### config.mk
export PLATFORM = sky130hd
export DESIGN_NAME = uart_rx_oversample
export DESIGN_NICKNAME = d
export VERILOG_FILES = /design/src/rtl/uart_rx_oversample.sv
export SDC_FILE = /design/constraint.sdc
export NUM_CORES = 1
export LEC_CHECK = 0
export ABC_AREA = 1
export ABC_CLOCK_PERIOD_IN_PS = 2700
export CORE_UTILIZATION = 58
export CTS_BUF_LIST = sky130_fd_sc_hd__clkbuf_8 sky130_fd_sc_hd__clkbuf_16
export CTS_CLUSTER_SIZE = 14
export DETAILED_ROUTE_END_ITERATION = 16
export HOLD_SLACK_MARGIN = 0.08
export PLACE_DENSITY = 0.83
export SKIP_CTS_REPAIR_TIMING = 1
export SYNTH_ARGS = -nofsm -noshare
export SYNTH_HDL_FRONTEND = slang
export SYNTH_SLANG_ARGS = --single-unit
### constraint.sdc
create_clock -name clk_CPU -period 2.7 [get_ports clk_CPU]
set_input_delay 0.27 -clock clk_CPU [delete_from_list [all_inputs] [get_ports clk_CPU]]
set_output_delay 0.27 -clock clk_CPU [all_outputs]
set_load 0.02 [all_outputs]
### src/rtl/uart_rx_oversample.sv
// UART receiver: 2-flop line synchronizer, 16x-oversampled frame FSM and a valid/ack hold register.
// Build option: define UART_RX_PARITY_EN to insert a parity bit check between the data and stop bits.
module uart_rx_oversample #(
   parameter int DATA_BITS  = 8,
   parameter int OVERSAMPLE = 16,
   parameter int PARITY_ODD = 0
) (
   input  logic                 clk_CPU,
   input  logic                 RST_RX,
   input  logic                 EN,
   input  logic                 tick_os,
   input  logic                 rx,
   input  logic                 rx_ack,
   output logic [DATA_BITS-1:0] rx_data,
   output logic                 rx_valid,
   output logic                 busy,
   output logic                 frame_err,
   output logic                 overrun_err,
   output logic                 parity_err
);

   localparam int CW = $clog2(OVERSAMPLE);
   localparam int BW = $clog2(DATA_BITS);
   localparam logic [CW-1:0] MID_TICK  = CW'(OVERSAMPLE / 2 - 1);
   localparam logic [CW-1:0] LAST_TICK = CW'(OVERSAMPLE - 1);
   localparam logic [BW-1:0] LAST_BIT  = BW'(DATA_BITS - 1);

   typedef enum logic [2:0] {
      IDLE,
      START,
      DATA,
`ifdef UART_RX_PARITY_EN
      PARITY,
`endif
      STOP,
      BREAK
   } state_t;

   state_t                 state_q, state_d;
   logic [CW-1:0]          cnt_q, cnt_d;
   logic [BW-1:0]          bitCnt_q, bitCnt_d;
   logic [DATA_BITS-1:0]   shift_q, shift_d;
   logic                   rxMeta_q, rxs_q;
   logic                   deliver_q, deliver_d;
   logic                   frameErr_q, frameErr_d;
   logic                   overrun_q;
   logic                   rxValid_q;
   logic [DATA_BITS-1:0]   rxData_q;
`ifdef UART_RX_PARITY_EN
   logic                   parityErr_q, parityErr_d;
   logic                   parBad_q, parBad_d;
`endif

   // Sequential state; the synchronizer resets to the idle line level so reset never looks like a start bit.
   always_ff @(posedge clk_CPU or posedge RST_RX) begin
      if (RST_RX) begin
         rxMeta_q   <= 1'b1;
         rxs_q      <= 1'b1;
         state_q    <= IDLE;
         cnt_q      <= '0;
         bitCnt_q   <= '0;
         shift_q    <= '0;
         deliver_q  <= 1'b0;
         frameErr_q <= 1'b0;
`ifdef UART_RX_PARITY_EN
         parityErr_q <= 1'b0;
         parBad_q    <= 1'b0;
`endif
      end else begin
         rxMeta_q   <= rx;
         rxs_q      <= rxMeta_q;
         state_q    <= state_d;
         cnt_q      <= cnt_d;
         bitCnt_q   <= bitCnt_d;
         shift_q    <= shift_d;
         deliver_q  <= deliver_d;
         frameErr_q <= frameErr_d;
`ifdef UART_RX_PARITY_EN
         parityErr_q <= parityErr_d;
         parBad_q    <= parBad_d;
`endif
      end
   end

   always_comb begin
      state_d    = state_q;
      cnt_d      = cnt_q;
      bitCnt_d   = bitCnt_q;
      shift_d    = shift_q;
      deliver_d  = 1'b0;
      frameErr_d = 1'b0;
`ifdef UART_RX_PARITY_EN
      parityErr_d = 1'b0;
      parBad_d    = parBad_q;
`endif
      if (tick_os && state_q != IDLE && state_q != BREAK) begin
         cnt_d = cnt_q + 1'b1;
      end
      case (state_q)
         IDLE: begin
            if (!rxs_q) begin
               state_d = START;
               cnt_d   = '0;
`ifdef UART_RX_PARITY_EN
               parBad_d = 1'b0;
`endif
            end
         end
         START: begin
            if (tick_os && cnt_q == MID_TICK) begin
               cnt_d    = '0;
               bitCnt_d = '0;
               state_d  = rxs_q ? IDLE : DATA;
            end
         end
         DATA: begin
            if (tick_os && cnt_q == LAST_TICK) begin
               cnt_d   = '0;
               shift_d = {rxs_q, shift_q[DATA_BITS-1:1]};
               if (bitCnt_q == LAST_BIT) begin
                  bitCnt_d = '0;
`ifdef UART_RX_PARITY_EN
                  state_d  = PARITY;
`else
                  state_d  = STOP;
`endif
               end else begin
                  bitCnt_d = bitCnt_q + 1'b1;
               end
            end
         end
`ifdef UART_RX_PARITY_EN
         PARITY: begin
            if (tick_os && cnt_q == LAST_TICK) begin
               cnt_d   = '0;
               state_d = STOP;
               if (rxs_q != ((^shift_q) ^ PARITY_ODD[0])) begin
                  parityErr_d = 1'b1;
                  parBad_d    = 1'b1;
               end
            end
         end
`endif
         STOP: begin
            if (tick_os && cnt_q == LAST_TICK) begin
               cnt_d = '0;
               if (rxs_q) begin
                  state_d = IDLE;
`ifdef UART_RX_PARITY_EN
                  deliver_d = !parBad_q;
`else
                  deliver_d = 1'b1;
`endif
               end else begin
                  state_d    = BREAK;
                  frameErr_d = 1'b1;
               end
            end
         end
         BREAK: begin
            if (rxs_q) begin
               state_d = IDLE;
            end
         end
         default: state_d = IDLE;
      endcase
      // Disabling aborts the frame silently; an already pending delivery still completes.
      if (!EN) begin
         state_d    = IDLE;
         cnt_d      = '0;
         bitCnt_d   = '0;
         frameErr_d = 1'b0;
`ifdef UART_RX_PARITY_EN
         parityErr_d = 1'b0;
         parBad_d    = 1'b0;
`endif
      end
   end

   // Hold register: a delivery coinciding with an ack replaces the byte, otherwise a full register drops it.
   always_ff @(posedge clk_CPU or posedge RST_RX) begin
      if (RST_RX) begin
         rxData_q  <= '0;
         rxValid_q <= 1'b0;
         overrun_q <= 1'b0;
      end else begin
         overrun_q <= 1'b0;
         if (deliver_q) begin
            if (!rxValid_q || rx_ack) begin
               rxData_q  <= shift_q;
               rxValid_q <= 1'b1;
            end else begin
               overrun_q <= 1'b1;
            end
         end else if (rxValid_q && rx_ack) begin
            rxValid_q <= 1'b0;
         end
      end
   end

   assign rx_data     = rxData_q;
   assign rx_valid    = rxValid_q;
   assign busy        = (state_q != IDLE);
   assign frame_err   = frameErr_q;
   assign overrun_err = overrun_q;
`ifdef UART_RX_PARITY_EN
   assign parity_err  = parityErr_q;
`else
   assign parity_err  = PARITY_ODD[0] & 1'b0;
`endif

endmodule

==> summary.md <==
| Metric | Value |
|---|---|
| Net Count, Synth | 170 |
| CP max FO | 8 |
| Slew of the pin with the lowest slew margin | 0.684 ns |
| Clk root buf | clkbuf_8 |
| Rows | 17 |
| Drt pass-1 iters | 5 |
| Share of cells above drive strength 1 | between 10 and 15% |
| Post-Route WL | 2.53 mm |
| Post-route ant nets | 0 |
| Final GP Congestion | just over 0.9 |
| Die footprint | 2770 µm² |
| Post-Syn Area | about 1500 µm² |
| Crit-path max cell delay | 0.54 ns |
| Mean Syn Cell Area | 9.22 µm² |
| Max Buffers Root-to-Sink | 2 |
| Crit-path slowest cell | clkdlybuf4s50_1 |
| R2r setup slk | 1.00 ns |
| Hold_ws | 0.364 ns |
| Final setup vio count | 0 |
| Top post-synthesis cells by area | dfrtp_1 (51%), nand2_1 (11%), o21ai_2 (4.7%) |
| Clk_skew | 0.00254 ns |
| Mux cell area share after synthesis | approximately 1.4% |
| Sw Share | 31.5% |
| Synthesized flop and latch total | 32 |
| Final min period | 1.88 ns |
| Gr usage total | between 20% and 30% |
| Ports | 19 |
| Overflow left after global routing | 0 |
| CP arrival | about 1.6 ns |
| Core Region | 2320 µm² |
| Outcome | complete, no violations |
| Comb pwr share | 23.2% |
| CTS Buf Count | 5 |
| Vias per cell | about 5.4 |
| Clock-pin slew on the worst setup and hold paths | around 0.060 ns |
| Vias in the first global route | 1,047 |
| Synthesis warning total | 0 |
| Maximum number of pins on one net before global-route repair | 33 |
| Pwr Density | 700 nW/µm² |
| Starting Density | 64.1% |
| WL/cell | 12.2 µm |
| Clock tree from TritonCTS | yes |
| Peak supply drop | 0.000557 V |
| Setup Total Neg Slack | 0 ns |
| Mapped Cells | 161 |
| HP Class | register to register |
| Slew HR | 54.4% |
| Netlist cell types | 28 |
| Final net count | 189 |
| Post-synthesis adder-cell area fraction | 2.53% |
| Max Cap Viol | 0 |
| Critical path endpoint category | primary output |
| Required time of the critical path | 2.43 ns |
| Fill count | ~170 |
| Synthesis-to-finish area growth | 17.3% |
| Fmax | roughly 530 MHz |
| Seq/Total Area, Yosys | 54.1% |
| Int Power | 835 µW |
| Port Buf Inserts | 17 |
| First-pass GRT wire length | 4.35 mm |
| Synth area leader | dfrtp_1 |
| Clk network pwr share | 31.9% |
| Leak Pwr | roughly 0.83 nW |
| Post-Synth Simple-Gate Area | 22.3% |
| Synth Area in XOR/XNOR | 1.77% |
| Drc violations | 0 |
| Fin. Hold Viols | 0 |
| CP startpoint kind | register |
| Final Max Tran Viols | 0 |
| CP Class | register to primary output |
| DR iter-0 viols | 32 |
| HPWL after detailed placement | around 1.8 mm |
| Initial antenna violation count | 0 |
| Die width | about 53 µm |
| Final period util | 69.6% |
| Psw | 384 µW |
| Largest family of logic cells by synthesized area | simple AND/OR/NAND/NOR gates |
| Worst-Skew Late Latency | ~0.28 ns |
| Compound-Gate Fraction of Synth Area | 9.27% |
| Top-area cell type share of the netlist area | about half |
| Reg power frac | 45.0% |
| Worst path cell trace | nor2_1 -> nand2_1 -> clkdlybuf4s50_1 |
| Sink Count | 32 |
| RSZ-0062 raised after global routing | no |
| Routed vias | 1,130 |
| Antenna Cells | 0 |
| Die Height | 52.6 µm |
| Htree depth | 2 |
[final timing paths]
check | depth (start not counted) | start | to
max | 3 | state_q[1]$_DFFE_PP0P_ | busy
min | 0 | rxMeta_q$_DFF_PP1_ | rxs_q$_DFF_PP1_
min reg2reg | 0 | rxMeta_q$_DFF_PP1_ | rxs_q$_DFF_PP1_
max reg2reg | 5 | cnt_q[0]$_DFF_PP0_ | shift_q[5]$_DFFE_PP0P_
max in group asynchronous | 3 | RST_RX | rxs_q$_DFF_PP1_
min in group asynchronous | 3 | RST_RX | overrun_err$_DFF_PP0_
[power groups by stage]
stage	combinational [mW]	clock, mW	sequential, mW
6_report	0.282	0.389	0.548
5_1_grt	0.323	0.420	0.553
4_1_cts	0.279	0.399	0.546
3_5_place_dp	0.274	0	0.554
3_3_place_gp	0.262	0	0.552
2_1_floorplan	0.223	0	0.533
[cell families (layout without fill, tap and decap cells)]
group / after synthesis / count (layout)
other: 1 / 1
multiplexers: 2 / 2
adder cells (fa/ha/maj): 3 / 3
buffers and inverters: 25 / 44
flip-flops: 32 / 32
AO/OA/AOI/OAI: 21 / 21
XOR/XNOR: 3 / 3
AND/OR/NAND/NOR: 74 / 74
[critical path, delay by kind of cell (launching register included)]
family                 cells  cell delay, ns
buffers and inverters      1            0.54
DFF                        1            0.47
and+or+nand+nor            2            0.32
[layout by cell type (no fill, tap or decap)]
| master | n |
|---|---|
| a21oi_1 | 1 |
| buf_4 | 1 |
| clkbuf_8 | 7 |
| clkdlybuf4s50_1 | 17 |
| conb_1 | 1 |
| dfrtp_1 | 30 |
| dfstp_2 | 2 |
| ha_1 | 3 |
| inv_1 | 18 |
| inv_2 | 1 |
| mux2_2 | 1 |
| mux2i_1 | 1 |
| nand2_1 | 42 |
| nand2_2 | 2 |
| nand3_1 | 10 |
| nand4_1 | 4 |
| nand4_4 | 1 |
| nor2_1 | 10 |
| nor3_1 | 3 |
| nor4_1 | 1 |
| o211ai_1 | 1 |
| o21ai_0 | 10 |
| o21ai_1 | 1 |
| o21ai_2 | 8 |
| or2_1 | 1 |
| xor2_1 | 3 |
[cells in the mapped netlist]
cell and count:
nor4_1 1, mux2i_1 1, o211ai_1 1, a21oi_1 1, nand2_1 42, nor2_1 10, buf_6 1, conb_1 1
clkbuf_1 1, o21ai_2 8, ha_1 3, nand3_1 10, buf_4 1, nor3_1 3, inv_2 1, mux2_2 1
or2_1 1, o21ai_1 1, dfstp_2 2, nand2_2 2, o21ai_0 10, buf_12 1, xor2_1 3, inv_1 18
buf_2 2, nand4_1 4, dfrtp_1 30, nand4_4 1
[per-stage QoR]
stage	instances	power, mW	setup slack [ns]	utilization, %	instance area, µm²
floorplan	161	0.756	1.27	-	1490
global placement	201	0.813	0.882	71.0	1650
detailed placement	201	0.828	0.843	71.0	1650
CTS	208	1.22	0.838	75.1	1740
global route	208	1.30	0.727	75.1	1740
finish	208	1.22	0.822	75.1	1740
[per-layer routing]
metal	up-vias	track usage (%)	part of all wire, %
li1	552	-	-
met1	526	26.9	44
met2	42	36.3	48
met3	10	6.38	5.5
met4	0	15.4	2.8
met5	-	0	0
[flip-flops by register name, indices dropped and copies added, names as in the netlist]
signal and count:
rx_data 8, shift_q 8, cnt_q 4, bitCnt_q 3
state_q 3, deliver_q 1, frame_err 1, overrun_err 1
rxMeta_q 1, rx_valid 1, rxs_q 1
[cell type report]
cell class                      count  area [µm²]  area share [%]
Clock buffer                        7        96.3            5.53
Inverter                           19        71.3            4.09
Multi-Input combinational cell    104         558            32.0
Sequential cell                    32         803            46.1
Tap cell                           28        35.0            2.01
Timing Repair Buffer               18         178            10.2
Power figures use the tool's default switching activity.
